### src/rtl/bus_cycle_pkg.sv
// Shared definitions for the multiplexed address/data peripheral bus masters:
// state encoding, default strobe timing and the idle strobe pattern.
package bus_cycle_pkg;

  typedef enum logic [2:0] {
    ST_IDLE       = 3'd0,
    ST_ADDR_SETUP = 3'd1,
    ST_ADDR_WR    = 3'd2,
    ST_ADDR_HOLD  = 3'd3,
    ST_DATA_SETUP = 3'd4,
    ST_DATA_WR    = 3'd5,
    ST_DATA_HOLD  = 3'd6,
    ST_DONE       = 3'd7
  } wc_state_e;

  localparam int unsigned DEF_T_ADS = 2;
  localparam int unsigned DEF_T_CS  = 4;
  localparam int unsigned DEF_T_ADH = 2;
  localparam int unsigned DEF_T_DS  = 2;
  localparam int unsigned DEF_T_DH  = 2;
  localparam int unsigned DEF_CNT_W = 8;

  // {ad_n, cs_n, rd_n, wr_n} with every strobe released
  localparam logic [3:0] BUS_IDLE = 4'b1111;

endpackage

### src/rtl/wc_timer.sv
// Down-counter for the write-cycle FSM: load sets the count, otherwise it
// decrements to zero and parks there. zero flags the last cycle of a state.
module wc_timer #(
  parameter int unsigned CNT_W = 8
) (
  input  logic             clk,
  input  logic             rst,
  input  logic             load,
  input  logic [CNT_W-1:0] load_val,
  output logic             zero
);

  logic [CNT_W-1:0] cnt_q;
  logic [CNT_W-1:0] cnt_d;

  // Next count: load wins, otherwise count down and hold at zero
  always_comb begin
    cnt_d = cnt_q;
    if (load) begin
      cnt_d = load_val;
    end else if (cnt_q != '0) begin
      cnt_d = cnt_q - 1'b1;
    end
  end

  // Counter register
  always_ff @(posedge clk or posedge rst) begin
    if (rst) begin
      cnt_q <= '0;
    end else begin
      cnt_q <= cnt_d;
    end
  end

  assign zero = (cnt_q == '0);

endmodule

### src/rtl/write_cycle.sv
// Bus-master write transaction on the multiplexed AD peripheral bus:
// address setup / strobe / hold, then data setup / strobe / hold, then a
// one-cycle DONE with write_end. All outputs are registered Moore decodes of
// the next state, so they line up exactly with the state register.
// Optional macro WC_B2B_EN: a start seen in DONE launches the next transfer
// directly, without passing through IDLE.
module write_cycle
  import bus_cycle_pkg::*;
#(
  parameter int unsigned T_ADS = DEF_T_ADS,
  parameter int unsigned T_CS  = DEF_T_CS,
  parameter int unsigned T_ADH = DEF_T_ADH,
  parameter int unsigned T_DS  = DEF_T_DS,
  parameter int unsigned T_DH  = DEF_T_DH,
  parameter int unsigned CNT_W = DEF_CNT_W
) (
  input  logic       clk,
  input  logic       rst,
  input  logic       start,
  input  logic [7:0] addr,
  input  logic [7:0] data,
  output logic [7:0] ad_out,
  output logic       ad_oe,
  output logic       ad_n,
  output logic       cs_n,
  output logic       rd_n,
  output logic       wr_n,
  output logic       busy,
  output logic       write_end,
  output logic [2:0] state
);

  // Timer reload for a state of t cycles; a zero-length state still lasts one
  function automatic logic [CNT_W-1:0] tmr_val(input int unsigned t);
    int unsigned eff;
    eff = (t < 1) ? 1 : t;
    return CNT_W'(eff - 1);
  endfunction

  wc_state_e        state_q, state_d;
  logic [7:0]       addr_q, addr_d;
  logic [7:0]       data_q, data_d;
  logic             tmr_load;
  logic [CNT_W-1:0] tmr_load_val;
  logic             tmr_zero;

  logic [7:0]       ad_out_q, ad_out_d;
  logic             ad_oe_q, ad_oe_d;
  logic [3:0]       strb_q, strb_d;      // {ad_n, cs_n, rd_n, wr_n}
  logic             busy_q, busy_d;
  logic             write_end_q, write_end_d;

  wc_timer #(
    .CNT_W(CNT_W)
  ) u_timer (
    .clk     (clk),
    .rst     (rst),
    .load    (tmr_load),
    .load_val(tmr_load_val),
    .zero    (tmr_zero)
  );

  // Next state, operand capture and timer reload on entry to each timed state
  always_comb begin
    state_d      = state_q;
    addr_d       = addr_q;
    data_d       = data_q;
    tmr_load     = 1'b0;
    tmr_load_val = '0;
    unique case (state_q)
      ST_IDLE: begin
        if (start) begin
          state_d      = ST_ADDR_SETUP;
          addr_d       = addr;
          data_d       = data;
          tmr_load     = 1'b1;
          tmr_load_val = tmr_val(T_ADS);
        end
      end
      ST_ADDR_SETUP: begin
        if (tmr_zero) begin
          state_d      = ST_ADDR_WR;
          tmr_load     = 1'b1;
          tmr_load_val = tmr_val(T_CS);
        end
      end
      ST_ADDR_WR: begin
        if (tmr_zero) begin
          state_d      = ST_ADDR_HOLD;
          tmr_load     = 1'b1;
          tmr_load_val = tmr_val(T_ADH);
        end
      end
      ST_ADDR_HOLD: begin
        if (tmr_zero) begin
          state_d      = ST_DATA_SETUP;
          tmr_load     = 1'b1;
          tmr_load_val = tmr_val(T_DS);
        end
      end
      ST_DATA_SETUP: begin
        if (tmr_zero) begin
          state_d      = ST_DATA_WR;
          tmr_load     = 1'b1;
          tmr_load_val = tmr_val(T_CS);
        end
      end
      ST_DATA_WR: begin
        if (tmr_zero) begin
          state_d      = ST_DATA_HOLD;
          tmr_load     = 1'b1;
          tmr_load_val = tmr_val(T_DH);
        end
      end
      ST_DATA_HOLD: begin
        if (tmr_zero) begin
          state_d = ST_DONE;
        end
      end
      ST_DONE: begin
`ifdef WC_B2B_EN
        if (start) begin
          state_d      = ST_ADDR_SETUP;
          addr_d       = addr;
          data_d       = data;
          tmr_load     = 1'b1;
          tmr_load_val = tmr_val(T_ADS);
        end else begin
          state_d = ST_IDLE;
        end
`else
        state_d = ST_IDLE;
`endif
      end
      default: state_d = ST_IDLE;
    endcase
  end

  // Output decode from the next state so the registered outputs match state_q
  always_comb begin
    strb_d      = BUS_IDLE;
    ad_oe_d     = 1'b1;
    ad_out_d    = '0;
    busy_d      = (state_d != ST_IDLE);
    write_end_d = (state_d == ST_DONE);
    unique case (state_d)
      ST_ADDR_SETUP: begin strb_d = 4'b0111; ad_out_d = addr_d; end
      ST_ADDR_WR:    begin strb_d = 4'b0010; ad_out_d = addr_d; end
      ST_ADDR_HOLD:  begin strb_d = 4'b0111; ad_out_d = addr_d; end
      ST_DATA_SETUP: begin strb_d = 4'b1111; ad_out_d = data_d; end
      ST_DATA_WR:    begin strb_d = 4'b1010; ad_out_d = data_d; end
      ST_DATA_HOLD:  begin strb_d = 4'b1111; ad_out_d = data_d; end
      default:       begin ad_oe_d = 1'b0; end
    endcase
  end

  // State, operand and output registers; reset releases the bus at once
  always_ff @(posedge clk or posedge rst) begin
    if (rst) begin
      state_q     <= ST_IDLE;
      addr_q      <= '0;
      data_q      <= '0;
      ad_out_q    <= '0;
      ad_oe_q     <= 1'b0;
      strb_q      <= BUS_IDLE;
      busy_q      <= 1'b0;
      write_end_q <= 1'b0;
    end else begin
      state_q     <= state_d;
      addr_q      <= addr_d;
      data_q      <= data_d;
      ad_out_q    <= ad_out_d;
      ad_oe_q     <= ad_oe_d;
      strb_q      <= strb_d;
      busy_q      <= busy_d;
      write_end_q <= write_end_d;
    end
  end

  assign ad_out    = ad_out_q;
  assign ad_oe     = ad_oe_q;
  assign ad_n      = strb_q[3];
  assign cs_n      = strb_q[2];
  assign rd_n      = strb_q[1];
  assign wr_n      = strb_q[0];
  assign busy      = busy_q;
  assign write_end = write_end_q;
  assign state     = state_q;

endmodule

### config.mk
export PLATFORM = sky130hd
export DESIGN_NAME = write_cycle
export DESIGN_NICKNAME = d
export VERILOG_FILES = /design/src/rtl/bus_cycle_pkg.sv /design/src/rtl/wc_timer.sv /design/src/rtl/write_cycle.sv
export SDC_FILE = /design/constraint.sdc
export NUM_CORES = 1
export LEC_CHECK = 0
export CAP_MARGIN = 5
export CORE_MARGIN = 8
export CORE_UTILIZATION = 38
export DETAILED_ROUTE_END_ITERATION = 8
export GPL_ROUTABILITY_DRIVEN = 0
export SYNTH_ARGS = -nofsm -noshare
export SYNTH_HDL_FRONTEND = slang
export SYNTH_HIERARCHICAL = 1
export SYNTH_SLANG_ARGS = --single-unit
export TNS_END_PERCENT = 20
### constraint.sdc
create_clock -name clk -period 3.9 [get_ports clk]
set_input_delay 0.78 -clock clk [delete_from_list [all_inputs] [get_ports clk]]
set_output_delay 0.78 -clock clk [all_outputs]
set_load 0.02 [all_outputs]
---- Word-level counts from Yosys, hierarchy flattened ----
Index checks and enable logic that the tools add are counted.
storage, ports and cells
  bits of input ports ..................... 19
  output and inout bits ................... 18
  register bits after elaboration ......... 42
  logic and storage cells ................. 60
operators by class
  mux-type cells .......................... 24
  reductions and logical operators ........ 12
  $add $sub $neg .......................... 1
  equal/unequal tests ..................... 14
operator list
  cell                                                                   count
  8-bit two-way mux                                                      6
  3-bit equality test, second input constant                             8
  3-bit one-hot mux with 8 select lines                                  1
  3-bit two-way mux                                                      7
  8-bit one-hot mux with 2 select lines                                  1
  3-bit by 2-bit equality test with 1-bit output, second input constant  4
  4-bit one-hot mux with 3 select lines                                  1
  3-bit OR reduction                                                     3
  8-bit zero test                                                        1
  8-bit nonzero test                                                     1
  8-bit by 1-bit subtractor with 8-bit output, second input constant     1
  3-bit by 1-bit equality test with 1-bit output, second input constant  2
  2-bit one-hot mux with 3 select lines                                  1
  6-bit OR reduction                                                     1
  1-bit two-way mux                                                      5
  5-bit OR reduction                                                     1
  2-bit OR reduction                                                     2
  3-bit zero test                                                        1
  3-bit nonzero test                                                     1
  2-bit two-way mux                                                      1
  1-bit one-hot mux with 2 select lines                                  1
  2-bit nonzero test                                                     1

---- Depth between registers and ports, before layout ----
  word-level depth ........................ 6
  gate-level depth with buffers ........... 12
  depth with buffers taken out ............ 8

---- By module ----
The synthesis kept the hierarchy.
by module, submodules not included
  module       cells an instance  area each (um^2)  times used  sequential area each (um^2)
  write_cycle  102                1407.6            1           803.3
  wc_timer     56                 496.7             1           200.2

---- Least setup slack after synthesis ----
No wires, ideal clock.
  path type ............................... reg-to-reg
  start ................................... register u_timer.cnt_q[0]
  end ..................................... register u_timer.cnt_q[6]
  slack ................................... 1155 ps
  stages on the path, launching flop included .. 13
  arrival ................................. 2668 ps
  setup time .............................. 77 ps
  path buffers ............................ 4
  clock period less this slack ............ 2745 ps
  data required time ...................... 3823 ps
  path through ............................ dfrtp_1 inv_1 ha_1 or4b_1 buf_2 nor2_2 clkbuf_1 a21oi_1 o22ai_1 buf_1 clkbuf_1 a31oi_1 a21oi_1
between the ends
  longest elaborated chain between the ends .. 4
  elaborated cells on any way between the ends .. 8
  classes of those cells .................. add/sub (1); mux (4); reduce/logical (3)
ends and longest elaborated chain
  what                                                            line               text
  start, declared                                                 wc_timer.sv:13     logic [CNT_W-1:0] cnt_q;
  start signal, assigned                                          wc_timer.sv:31     cnt_q <= cnt_d;
  8-bit zero test (*)                                             wc_timer.sv:35     assign zero = (cnt_q == '0);
  via tmr_zero                                                    write_cycle.sv:45  logic tmr_zero;
  1-bit two-way mux (*)                                           n/a
  1-bit one-hot mux with 2 select lines (*)                       write_cycle.sv:70  unique case (state_q)
  via tmr_load                                                    write_cycle.sv:43  logic tmr_load;
  8-bit two-way mux / 2-bit nonzero test (equally long branches)  n/a
Mark *: on every way through the listed nets, which the timed path passes. The rest lies on a longest branch. The select of a mux whose other input is x is not followed.
A chain may end at the register's enable or synchronous reset.

---- Final worst setup path ----
  start ................................... register u_timer.cnt_q[0]
  end ..................................... register u_timer.cnt_q[7]
Same word-level chain as after synthesis.

==> summary.md <==
| Metric | Value |
|---|---|
| Outcome | complete, no violations |
| Fraction of registers with async set/reset | 100% |
| Required time of the worst setup path | 4.07 ns |
| Post-synthesis instance area | 1900 um2 |
| Final std cells w/o fill | 264 |
| Fin. max-slew vios | 0 |
| Time the worst path needs with I/O delays and setup | 2.96 ns |
| Final setup violation count | 0 |
| Total length of routed wires | 3.92 mm |
| Syn Inst Count | 158 |
| Iter 0 DRT Violations | 70 |
| Antenna violations before repair | 0 |
| Core Area | 4790 um2 |
| Number of buffers created by CTS | 5 |
| Number of remaining DRC errors | 0 |
| Height of the die | 86.8 um |
| Global-route wire length before repair | 6.64 mm |
| Post-synthesis xor/xnor area fraction | 1.84% |
| Vias in the first global route | 1386 |
| Period utilization | 75.8% |
| Number of distinct library cell variants in the gate-level netlist after synthesis | 52 |
| Peak supply drop | 0.000336 V |
| GRT Overall Usage | 11.3% |
| TritonRoute pass-1 iters | 5 |
| Unrepaired setup endpoints after global routing | no |
| Final hold violations | 0 |
| Leftover overflow at the end of global routing | 0 |
| Leakage power figure | 0.00105 uW |
| Ratio of total power to cell area | 763 nW/um2 |
| Sequential element share of the synthesized area | 52.7% |
| Critical path type | reg -> reg |
| Dominant combinational cell family by area after synthesis | compound AO/OA/AOI/OAI gates |
| H-tree depth | 2 |
| Length of routed wiring on met1 | 1.72 mm |
| Layout net count | 216 |
| Hold_buf cts | 0 |
| Num Clock Sinks | 40 |
| Worst-path clk slew | 0.08 ns |
| Primary flip-flop cell chosen by synthesis mapping | sky130_fd_sc_hd__dfrtp_1 |
| Post-CTS setup buffer count | 0 |
| Uppermost signal routing layer after detailed routing | met4 |
| Worst-Margin Slew | 0.840 ns |
| Top post-synthesis cells by area | sky130_fd_sc_hd__dfrtp_1 50%, sky130_fd_sc_hd__mux2_4 7.9%, sky130_fd_sc_hd__a22o_1 3.7%, sky130_fd_sc_hd__mux2_2 3.5%, sky130_fd_sc_hd__dfstp_2 2.8% |
| CTS-repair resized insts | 0 |
| Floorplan die area | 7530 um2 |
| Number of warnings printed during yosys synthesis | 6 |
| Insertion delay to the later sink of the worst-skew pair | 0.29 ns |
| Arrival time worst endpoint | 3.13 ns |
| Relative area change from synthesis to final layout | 25.8% |
| Adder-Cell Fraction of Synth Area | 0.657% |
| Timing-limited maximum frequency | 338 MHz |
| Sw Ratio | 35.6% |
| Via total after detailed routing | 1313 |
| EDFF count, synth | 0 |
| Routed length per instance | 14.9 um |
| Class of the tightest hold or removal check | reg -> reg |
| Post-route setup slack | 0.942 ns |
| Startpoint type of the worst setup path | flop |
| Die Width | 86.8 um |
| Starting Density | 39.8% |
| Top cell type by total area after synthesis | sky130_fd_sc_hd__dfrtp_1 |
| Met3 Wirelength | 249 um |
| Peak fanout along the critical path | 17 |
| Cell at the root of the clock tree | sky130_fd_sc_hd__clkbuf_8 |
| Final core utilization | 50.0% |
| Maximum number of buffers from clock root to sink | 2 |
| Number of placement rows | 25 |
| Share of the synthesized area in compound gates (AO/OA/AOI/OAI) | 14.8% |
| TritonCTS clock tree | done |
| Inserted Diodes | 0 |
| Fraction of power consumed by combinational cells | 43.8% |
| Synth Area in Simple Gates | 12.2% |
| Fraction of final layout cells sized beyond drive strength 1 | 18.3% |
| Avg Vias per Cell | 4.97 |
| Library cell with the highest instance count after synthesis | sky130_fd_sc_hd__dfrtp_1 |
| Net Switching | 651 uW |
| Sequential Power Share | 40.6% |
| Total of buffers placed on input and output ports | 35 |
| Worst clock skew | 0.0116 ns |
| Met2 layer wire length in the routed design | 1.92 mm |
| Share of cell area taken by muxes after synthesis | 12.0% |
| FF+latch count, synth | 40 |
| Post-route antenna net violation count | 0 |
| Pin count of the biggest net entering global routing | 33 |
| Placed cell count | 256 |
| Share of the synthesized area in the top cell type | 49.9% |
| Post-placement worst setup slack | 1.02 ns |
| I/O pin count | 37 |
| Max-capacitance violation count | 0 |
| Power Internal | 1180 uW |
| Top cells by count, synth | 38 x sky130_fd_sc_hd__dfrtp_1, 10 x sky130_fd_sc_hd__mux2_4, 8 x sky130_fd_sc_hd__a22o_1, 7 x sky130_fd_sc_hd__nor2_1, 7 x sky130_fd_sc_hd__nor3_1 |
| Type of element capturing the critical path | flop |
| Setup_tns | 0 ns |
| Synthesized area per cell | 12.1 um2 |
| Half-perimeter wire length after placement | 2.76 mm |
| Clock network fraction of design power | 15.6% |
| Headroom to the max-slew limit | 44.0% |
-- layout by cell type, fill, tap and decap left out, types with 3 or more instances in the layout --
master / Yosys / layout
sky130_fd_sc_hd__o22ai_1: 3 / 3
sky130_fd_sc_hd__buf_4: 3 / 3
sky130_fd_sc_hd__a21o_1: 3 / 3
sky130_fd_sc_hd__nand2_1: 6 / 6
sky130_fd_sc_hd__o21ai_0: 4 / 4
sky130_fd_sc_hd__a21oi_1: 4 / 4
sky130_fd_sc_hd__mux2_4: 10 / 10
sky130_fd_sc_hd__nor2_1: 7 / 7
sky130_fd_sc_hd__conb_1: 2 / 7
sky130_fd_sc_hd__clkdlybuf4s50_1: 0 / 35
sky130_fd_sc_hd__a22o_1: 8 / 8
sky130_fd_sc_hd__dfrtp_1: 38 / 38
sky130_fd_sc_hd__o31ai_1: 3 / 3
sky130_fd_sc_hd__clkbuf_8: 0 / 6
sky130_fd_sc_hd__nor3_1: 7 / 7
sky130_fd_sc_hd__xnor2_1: 4 / 4
sky130_fd_sc_hd__mux2_2: 6 / 6
sky130_fd_sc_hd__inv_1: 6 / 6
-- worst max-delay path, stage by stage (launching register included) --
cell and delay (ns):
sky130_fd_sc_hd__dfrtp_1 0.42, sky130_fd_sc_hd__inv_1 0.09, sky130_fd_sc_hd__ha_1 0.24, sky130_fd_sc_hd__or4b_1 0.58
sky130_fd_sc_hd__nor2_2 0.50, sky130_fd_sc_hd__nand2b_1 0.20, sky130_fd_sc_hd__o22ai_1 0.19, sky130_fd_sc_hd__buf_4 0.24
sky130_fd_sc_hd__nor3_1 0.07, sky130_fd_sc_hd__a221o_1 0.31
-- stage by stage --
step           cell area, um2  hold WS (ns)  total power (uW)
4_1_cts                  2390         0.502              1850
2_1_floorplan            1920         0.468              1310
6_report                 2390         0.498              1830
3_5_place_dp             2300         0.481              1550
5_1_grt                  2390         0.517              1960
3_3_place_gp             2300         0.479              1520
-- registers in the layout (all words and copies together) (netlist names) --
name           cells
busy               1
write_end          1
addr_q             8
ad_out             8
u_timer/cnt_q      8
strb_q             2
ad_oe              1
state              3
data_q             8
-- layout make-up --
type | instances | area (um2)
Fill cell | 422 | 2390
Sequential cell | 40 | 1000
Multi-Input combinational cell | 104 | 815
Timing Repair Buffer | 38 | 373
Clock buffer | 7 | 86.3
Tap cell | 67 | 83.8
Inverter | 7 | 26.3
Clock inverter | 1 | 7.51
-- power groups by stage --
stage / combinational (uW) / clock, uW / sequential, uW
2_1_floorplan: 539 / 0 / 772
3_3_place_gp: 781 / 0 / 741
3_5_place_dp: 802 / 0 / 750
4_1_cts: 808 / 297 / 745
5_1_grt: 874 / 313 / 773
6_report: 800 / 285 / 743
-- cell families (layout without fill, tap and decap cells) --
logic type / after synthesis / after routing
other cells: 2 / 7
fa+ha+maj: 1 / 1
compound gates: 37 / 37
flops: 40 / 40
simple gates: 38 / 38
mux: 17 / 17
xor+xnor: 4 / 4
buf+inv: 19 / 53
-- per-layer routing --
layer / vias to the layer above / track usage (%)
li1: 634 / -
met1: 648 / 12.9
met2: 29 / 18.3
met3: 2 / 4.63
met4: 0 / 4.54
met5: - / 0
-- final timing paths --
path | from | to | slack (ns) | cells past startpoint
hold / removal | data_q[1] | data_q[1] | 0.50 | 1
hold reg to reg | data_q[1] | data_q[1] | 0.50 | 1
max in group asynchronous | rst | strb_q[3] | 2.67 | 3
min in group asynchronous | rst | u_timer/cnt_q[1] | 0.76 | 2
setup reg to reg | u_timer/cnt_q[0] | u_timer/cnt_q[7] | 0.94 | 9
setup / recovery | u_timer/cnt_q[0] | u_timer/cnt_q[7] | 0.94 | 9
Note: power is estimated with default switching activity, not from simulation.
==> RTL edit, RTL diff (config.mk and constraints unchanged) <==
Set the package constant `DEF_CNT_W` to 10 (it was 8).
--- a/src/rtl/bus_cycle_pkg.sv
+++ b/src/rtl/bus_cycle_pkg.sv
@@ -20,3 +20,3 @@
   localparam int unsigned DEF_T_DH  = 2;
-  localparam int unsigned DEF_CNT_W = 8;
+  localparam int unsigned DEF_CNT_W = 10;
 
Function: no difference found for any inputs over 10 cycles, from zero or initial values and one cycle with rst high; that may be too few to reach the edited logic, so the function may still have changed.
==> RTL edit against the original RTL <==
  * Total power decreased by 25%
  * Design area increased by 7.4%
  * Worst setup slack improved by 0.066 ns
  * Clock power increased by 3%
  * Synthesized area increased by 10%
  * Largest power group is now sequential cells
  * Sequential cell count increased by 2
  * Routed wire length increased by 5.8%
==> RTL edit: results (changes against the original RTL) <==
[status]
outcome=finished, final reports clean  ; unchanged

[grt]
use_met3_pct=2.99  ; was 4.63%
met2_usage_pct=16.4  ; was 18.3%
all_layer_global_routing_usage_pct=10.9  ; was 11.3%
first_pass_grt_wire_length_mm=7.26  ; was 6.64 mm
antenna_found_initial=0  ; unchanged
grt_pass1_vias=1460  ; was 1,386
grt_use_met1_pct=13.9  ; was 12.9%

[route]
initialDrtViolationCount=106  ; was 70
avgViaCountPerCell=5.04  ; was 4.97
routed.top_layer=met4  ; unchanged
met2_wirelength_mm=1.86  ; was 1.92 mm
detailedRoute.firstPassIterationCount=4  ; was 5
routed-wl-met3_microns=132  ; was 249 microns
wire_per_inst_microns=14.5  ; was 14.9 microns
vias=1441  ; was 1,313
met1_length_mm=2.08  ; was 1.72 mm

[cells_and_area]
finalNetCount=233  ; was 216
fillCellCount=513  ; was 422
drive_above_1_share_pct=18.2  ; was 18.3%
final_core_util_pct=47.3  ; was 50.0%

[yosys]
yosys-mux-area-fraction_pct=10.8  ; was 12.0%
parity_gate_share_of_the_synthesized_area_counting_xor_and_xnor_cells_pct=1.67  ; was 1.84%
synth_area_leaders=dfrtp_1, mux2_4, a22o_1  ; unchanged
ys_seq_area_share_pct=50.1  ; was 52.7%
post_synth_num_cell_types=57  ; was 52
synthAdderAreaFrac_pct=0.596  ; was 0.657%
synth_common_cells=dfrtp_1, mux2_4, a22o_1, nor2_1, inv_1  ; was dfrtp_1, mux2_4, a22o_1, nor2_1, nor3_1
area_fraction_in_compound_gates_after_synthesis_pct=16.1  ; was 14.8%

[setup_path]
rr_endpoint=u_timer/cnt_q[5]$_DFFE_PP0P_  ; was u_timer/cnt_q[7]$_DFFE_PP0P_
arrival_time_reported_for_the_critical_path_endpoint_ns=3.09  ; was 3.13 ns
critPathMaxStageDelay_ns=0.60  ; was 0.58 ns

[power]
vdd.ir_drop.worst_mv=0.206  ; was 0.336 mV
power.leakage_nw=1.08  ; was 1.05 nW

[clock_network]
postCtsResizedCells=0  ; unchanged
clock_path_buffers=2  ; unchanged
clock_insertion_delay_worst_skew_ns=0.31  ; was 0.29 ns

[placed_design]
place.detailed.instances=278  ; was 256
hpwl_mm=2.92  ; was 2.76 mm
post-place-ws_ns=1.04  ; was 1.02 ns
placement.cell_area_sq_um=2480  ; was 2300 sq um

[hold_path]
min_to=addr_q[6]$_DFF_PP0_  ; was data_q[1]$_DFF_PP0_
hp-start=addr_q[6]$_DFF_PP0_  ; was data_q[1]$_DFF_PP0_
hold_depth=1  ; unchanged

[sta]
worst_slew_pin_slew_ns=0.858  ; was 0.840 ns
fin_worst_hold_slack_ns=0.500  ; was 0.498 ns
clock_skew_ns=0.0111  ; was 0.0116 ns

-- RTL edit: where the power goes --
part           switching [mW]  internal (mW)
logic                   0.178          0.224
registers               0.124          0.550
clock network           0.165          0.128
total                   0.467          0.902
-- RTL edit: worst max-delay path by stage --
stage / to / slack, ns
2_1_floorplan: u_timer/cnt_q[7]$_DFFE_PP0P_ / 0.94
6_report: u_timer/cnt_q[5]$_DFFE_PP0P_ / 1.01
3_5_place_dp: u_timer/cnt_q[5]$_DFFE_PP0P_ / 1.04
4_1_cts: u_timer/cnt_q[5]$_DFFE_PP0P_ / 1.00
5_1_grt: u_timer/cnt_q[5]$_DFFE_PP0P_ / 0.76
3_3_place_gp: u_timer/cnt_q[5]$_DFFE_PP0P_ / 1.15
-- RTL edit: layout make-up --
class | count | share of cell area [%]
inverters | 8 | 1.17
clock buffers | 5 | 2.68
repair buffers | 39 | 14.8
well taps | 72 | 3.50
flip-flops and latches | 42 | 41.0
clock inverters | 3 | 0.924
multi-input cells | 117 | 36.0
